File: src/rtl/gate_input_debounce.sv
// gate_input_debounce
// Two-channel synchronise-and-debounce front end for raw switch/button
// inputs feeding a 2-input logic gate. Each channel has a SYNC_STAGES-deep
// synchroniser and a two-state STABLE/SETTLING FSM with a hold counter.
// A new level is accepted only after DEBOUNCE_CYCLES consecutive cycles of
// the synchronised input disagreeing with the held level.
// Optional feature: define GATE_DEBOUNCE_EDGE_EN to add the a_rise/b_rise
// one-cycle pulses that mark a 0->1 acceptance.
module gate_input_debounce #(
    parameter int SYNC_STAGES     = 2,
    parameter int DEBOUNCE_CYCLES = 1000,
    parameter int CNT_W           = 16
) (
    input  logic clk,
    input  logic rst,
    input  logic a_raw,
    input  logic b_raw,
    output logic a,
    output logic b,
    output logic settling
`ifdef GATE_DEBOUNCE_EDGE_EN
    ,
    output logic a_rise,
    output logic b_rise
`endif
);

    typedef enum logic {
        STABLE   = 1'b0,
        SETTLING = 1'b1
    } state_t;

    // Counter value on the final settling cycle; saturation point of cnt.
    localparam logic [CNT_W-1:0] CNT_LAST = CNT_W'(DEBOUNCE_CYCLES - 1);

    logic [1:0] raw_vec;
    assign raw_vec = {b_raw, a_raw};

    for (genvar ch = 0; ch < 2; ch++) begin : g_ch
        logic [SYNC_STAGES-1:0] sync;
        logic                   s;
        state_t                 state;
        state_t                 state_nxt;
        logic [CNT_W-1:0]       cnt;
        logic [CNT_W-1:0]       cnt_nxt;
        logic                   q;
        logic                   q_nxt;

        // Shift the raw input through the synchroniser chain.
        always_ff @(posedge clk) begin
            // NOTE: sequential state uses non-blocking assignments so every flop
            // samples the pre-edge value of its neighbours.
            if (rst) begin
                sync <= '0;
            end else begin
                sync <= {sync[SYNC_STAGES-2:0], raw_vec[ch]};
            end
        end

        assign s = sync[SYNC_STAGES-1];

        // Debounce next-state logic: accept s only after it has disagreed
        // with the held level for DEBOUNCE_CYCLES consecutive cycles.
        always_comb begin
            // NOTE: every output of this block gets a default first, so no path
            // leaves a signal unassigned and no latch is inferred.
            state_nxt = state;
            cnt_nxt   = cnt;
            q_nxt     = q;
            case (state)
                STABLE: begin
                    cnt_nxt = '0;
                    if (s != q) begin
                        if (DEBOUNCE_CYCLES == 1) begin
                            q_nxt = s;
                        end else begin
                            state_nxt = SETTLING;
                            cnt_nxt   = CNT_W'(1);
                        end
                    end
                end
                SETTLING: begin
                    if (s == q) begin
                        // Glitch ended before the hold time; keep the old level.
                        state_nxt = STABLE;
                        cnt_nxt   = '0;
                    end else if (cnt == CNT_LAST) begin
                        q_nxt     = s;
                        state_nxt = STABLE;
                        cnt_nxt   = '0;
                    end else begin
                        cnt_nxt = cnt + 1'b1;
                    end
                end
                default: begin
                    state_nxt = STABLE;
                    cnt_nxt   = '0;
                end
            endcase
        end

        // FSM state, counter and held level registers.
        always_ff @(posedge clk) begin
            if (rst) begin
                state <= STABLE;
                cnt   <= '0;
                q     <= 1'b0;
            end else begin
                state <= state_nxt;
                cnt   <= cnt_nxt;
                q     <= q_nxt;
            end
        end
    end

    assign a = g_ch[0].q;
    assign b = g_ch[1].q;

    // Registered settling flag, aligned with the FSM state registers.
    always_ff @(posedge clk) begin
        if (rst) begin
            settling <= 1'b0;
        end else begin
            settling <= (g_ch[0].state_nxt == SETTLING) |
                        (g_ch[1].state_nxt == SETTLING);
        end
    end

`ifdef GATE_DEBOUNCE_EDGE_EN
    // One-cycle pulse in the first cycle a held level reads 1 after a 0->1 accept.
    always_ff @(posedge clk) begin
        if (rst) begin
            a_rise <= 1'b0;
            b_rise <= 1'b0;
        end else begin
            a_rise <= g_ch[0].q_nxt & ~g_ch[0].q;
            b_rise <= g_ch[1].q_nxt & ~g_ch[1].q;
        end
    end
`endif

endmodule

File: config.mk
export PLATFORM = sky130hd
export DESIGN_NAME = gate_input_debounce
export DESIGN_NICKNAME = d
export VERILOG_FILES = /design/src/rtl/gate_input_debounce.sv
export SDC_FILE = /design/constraint.sdc
export NUM_CORES = 1
export LEC_CHECK = 0
export ABC_AREA = 1
export BUFFER_PORTS_ARGS = -buffer_cell sky130_fd_sc_hd__buf_2
export CORE_MARGIN = 2
export CORE_UTILIZATION = 24
export DETAILED_ROUTE_END_ITERATION = 10
export SYNTH_ARGS = -nofsm -noshare
export SYNTH_HDL_FRONTEND = slang
export SYNTH_SLANG_ARGS = --single-unit
export TNS_END_PERCENT = 1
File: constraint.sdc
create_clock -name clk -period 3.2 [get_ports clk]
set_input_delay 0.64 -clock clk [delete_from_list [all_inputs] [get_ports clk]]
set_output_delay 0.64 -clock clk [all_outputs]
set_load 0.02 [all_outputs]
Word level (Yosys, flattened, before mapping)
Cells that the tools add are included.

Output and inout port bits: 3. Bits in registers: 41. Bits of input ports: 4. Word-level logic and storage cells: 40.

Equality and inequality tests: 6. Bitwise gates (word level): 5. $add $sub $neg: 2. Muxes and demuxes: 16. Reductions and logical operators: 2.

Operators by type and width (number): 16-bit two-way mux (4); 16-bit case mux with 2 select lines (2); 16-bit by 1-bit adder with 16-bit output (second input constant) (2); 16-bit by 10-bit == test with 1-bit output (second input constant) (2); 1-bit two-way mux (8); 3-bit AND reduction (2); 1-bit inverter (4); 1-bit case mux with 2 select lines (2); 1-bit == test (2); 1-bit != test (2); 1-bit OR (1).

Depth between registers and ports, before layout
Depth in word-level cells: 5. Depth in mapped cells: 9. Gate-level depth less buffers: 9.

Worst setup path before layout
Ideal clock, no wire load.

Path type: register to register. Start point: register g_ch[1].cnt[0]. End point: register g_ch[1].cnt[10]. Required time: 3.085 ns. Period minus slack after synthesis: 1.315 ns. Stages on the path, launching flop included: 10. Path slack: 1.885 ns. Arrival time: 1.200 ns. Path buffers: 1. Setup time: 0.115 ns. Path through: dfxtp_1 ha_1 nand2_2 inv_2 nand2_1 nor2_2 nand2_2 nand3_4 buf_12 nor2_2.

Cells in the longest elaborated chain, start to end: 4. Elaborated cells between the ends (all ways): 5. Classes of those cells: add/sub: 1; eq/ne: 1; mux: 3.

RTL lines: from (decl) (line 44) `logic [CNT_W-1:0] cnt;`; from (signal assigned) (line 110) `cnt <= cnt_nxt;`; 16-bit by 1-bit adder with 16-bit output / 16-bit by 10-bit == test with 1-bit output (equally long branches) (line 92, 87); 16-bit two-way mux (*) (line 87) `end else if (cnt == CNT_LAST) begin`; 16-bit two-way mux (*) (line 83) `if (s == q) begin`; 16-bit case mux with 2 select lines (*) (line 70) `case (state)`.

Mark *: on every way between the ends. The rest lies on a longest branch, timed or not. A chain may end at the register's enable or synchronous reset.

Final worst setup path
Start point: register g_ch[1].q, in the netlist b. End point: output port b.

RTL lines: from (decl) (line 46) `logic q;`; from (signal assigned) (line 111) `q <= q_nxt;`; to (decl) (line 19) `output logic b,`.

No word-level cell between the ends.

==> metrics.yaml <==
cts:
  htree_levels: 2
  clk_pin_slew_worst_paths_ns: 0.09
  cts_resized: 0
  cts.sinks: 41
  cts_hold_buf: 0
  clockBufferDepth: 2
  cts_setup_buffers: 0
  clock_latency_ns: 0.31
  clockRootBuffer: "clkbuf_8"
  cts_buffers: 5
  cts_tree: "yes"
yosys:
  synth_cell_types: 25
  synth_nets: 281
  syn_inst: 275
  synthArstFlopShare_pct: 0
  synth_warnings: 0
  synth-seq-cells: 41
  synth_area_per_cell_um2: 7.53
  synth_ff_type: "dfxtp_1"
  synth_edf_count: 0
  ys_seq_area_share_pct: 39.6
  netlist_area_um2: 2070
worst_setup_path:
  cpLargestDelayFamily: "flip-flops"
  critPathBufInv: 1
  worst_path_max_delay_cell: "dfxtp_1"
  worstSetupPathType: "reg -> out"
  start_kind: "register"
  slowest_delay_ns: 0.37
  worst-path-stages: 1
  r2r_cells: 8
  critical_path_arrival_ns: 0.86
  crit_chain: "buf_2"
  endpoint_kind: "output pin"
  required_ns: 2.56
  path_max_fanout: 3
pwr:
  switchingPower_w: 0.000210
  intPower_w: 0.000676
  p_per_area_nw_per_um2: 387
  pwr-share-clk_pct: 40.3
  power_frac_seq_pct: 58.3
  netSwitchingFraction_pct: 23.7
  combPwrFrac_pct: 1.4
  ir_drop_mv: 0.176
  p_leak_nw: 0.723
cells_and_area:
  final_layout_size_suffix_gt1_share_pct: 21.6
  final_nets: 292
  area_growth_syn_to_layout_pct: 10.4
  final_util_pct: 27.5
  diodes: 0
global_route:
  grt_max_degree: 16
  antenna_found_initial: 0
  overflow: 0
  grt_pass1_vias: 1534
  grt_pass1_wl_mm: 6.67
  grt_use_total_pct: 8.53
route:
  drcViolationCount: 0
  detail-route-antenna-nets: 0
  drt_iter0_drc: 59
  routedWlPerCell_um: 9.34
  via_per_inst: 4.21
  wl_mm: 3.66
  vias: 1649
  first_pass_iters: 4
timing:
  tightest_slew_ns: 0.382
  tns_ns: 0
  rsz0062_at_grt: "false"
  setup_violations: 0
  finalHoldViolCount: 0
  finalCriticalPeriod_ns: 1.50
  worst_clock_skew_ns: 0.0112
  slew_violations: 0
  timing.fmax_mhz: 667
  fin_crit_sh_pct: 46.8
  setup_slack_ns: 1.70
  worst_slew_margin_rel_pct: 74.4
floorplanning:
  rows: 33
  coreArea_um2: 8300
  die_y_um: 96.9
  die_w_um: 96.9
  start_util_pct: 25.0
  die_area_um2: 9390
  pin_count: 7
worst_hold_path:
  hold_depth: 2
  hp-class: "reg -> reg"
place:
  dpl.hpwl_mm: 2.86
  dp_slack_ns: 1.64
  io_buffers: 6
  place_congestion: 0.839
job:
  cap_violations: 0
run_status:
  run_status: "finished clean"
==> layer usage <==
layer | up-vias | share of wire (%) | global-route usage (%) | routed length, µm
li1 | 892 | - | - | -
met1 | 736 | 51 | 11.1 | 1880
met2 | 13 | 44 | 13.6 | 1620
met3 | 8 | 2.6 | 2.60 | 97
met4 | 0 | 1.6 | 2.60 | 59
met5 | - | 0 | 0 | 0
==> power groups by stage <==
stage / Combinational [W] / Sequential [W] / Clock, W
global route: 0.0000144 / 0.000517 / 0.000392
detailed placement: 0.0000126 / 0.000528 / 0
global placement: 0.0000123 / 0.000528 / 0
CTS: 0.0000126 / 0.000516 / 0.000371
floorplan: 0.00000731 / 0.000529 / 0
finish: 0.0000123 / 0.000516 / 0.000357
==> kinds of logic (layout without fill, tap and decap cells) <==
group	after synthesis	in the layout	synth area share, %
AO/OA/AOI/OAI	22	22	6.77
XOR/XNOR	11	11	4.65
AND/OR/NAND/NOR	158	158	38.7
buffers and inverters	41	53	9.00
flip-flops	41	41	39.6
adder cells (fa/ha/maj)	2	2	1.21
==> tightest hold or removal path: stages, from the launching register on <==
cell and delay, ns:
dfxtp_1 0.31, inv_1 0.04, nor2_1 0.03
==> sequential cells by signal, indices dropped and copies added (netlist names) <==
register and cells:
a 1, settling 1, g_ch.sync 4, b 1, g_ch.state 2, g_ch.cnt 32
==> cell usage after synthesis (2+ instances only) <==
library cell	number	area, µm²
nand3b_1	2	15.0
nand2_2	9	56.3
nor2_2	18	113
a21oi_2	8	70.1
ha_1	2	25.0
buf_12	2	40.0
a21oi_1	12	60.1
inv_1	35	131
xor2_1	5	43.8
nand4_1	11	68.8
nor3_1	3	15.0
nand2_1	51	191
nor2_4	4	45.0
dfxtp_1	41	821
xnor2_1	6	52.6
and3_1	2	12.5
nor2_1	33	124
o21ai_0	2	10.0
nor3_2	3	30.0
inv_2	4	15.0
nand3_1	18	90.1
==> path summary, 6_finish.rpt <==
kind	to	start	slack, ns
worst max register to register	g_ch[1].cnt[11]$_SDFF_PP0_	g_ch[1].cnt[0]$_SDFF_PP0_	1.72
worst min-delay path	g_ch[0].sync[1]$_SDFF_PP0_	g_ch[0].sync[0]$_SDFF_PP0_	0.41
worst min register to register	g_ch[0].sync[1]$_SDFF_PP0_	g_ch[0].sync[0]$_SDFF_PP0_	0.41
worst max-delay path	b	b$_SDFFE_PP0P_	1.70
==> layout by cell type, fill, tap and decap left out, drive strengths merged, types with 2 or more instances in the layout <==
| master | synthesis | routed |
|---|---|---|
| and3 | 2 | 2 |
| nor3 | 6 | 6 |
| ha | 2 | 2 |
| nand3 | 19 | 19 |
| xor2 | 5 | 5 |
| nand2 | 61 | 61 |
| nor2 | 55 | 55 |
| xnor2 | 6 | 6 |
| o21ai | 2 | 2 |
| nand4 | 11 | 11 |
| a21oi | 20 | 20 |
| inv | 39 | 40 |
| buf | 2 | 6 |
| nand3b | 2 | 2 |
| dfxtp | 41 | 41 |
| clkbuf | 0 | 5 |
==> stage by stage <==
| step | total power, W | instances | hold WS (ns) | area [µm²] |
|---|---|---|---|---|
| 3_3_place_gp | 0.000541 | 384 | 0.396 | 2190 |
| 3_5_place_dp | 0.000541 | 384 | 0.395 | 2190 |
| 5_1_grt | 0.000924 | 392 | 0.442 | 2290 |
| 6_report | 0.000886 | 392 | 0.406 | 2290 |
| 4_1_cts | 0.000901 | 392 | 0.408 | 2290 |
| 2_1_floorplan | 0.000536 | 275 | 0.388 | 2070 |
==> layout make-up <==
type                            instances  area [µm²]
Timing Repair Buffer                    6        30.0
Sequential cell                        41         821
Tap cell                              105         131
Multi-Input combinational cell        193        1060
Fill cell                             910        6010
Clock inverter                          3        25.0
Inverter                               39         146
Clock buffer                            5        68.8
Note: power is estimated with default switching activity, not from simulation.
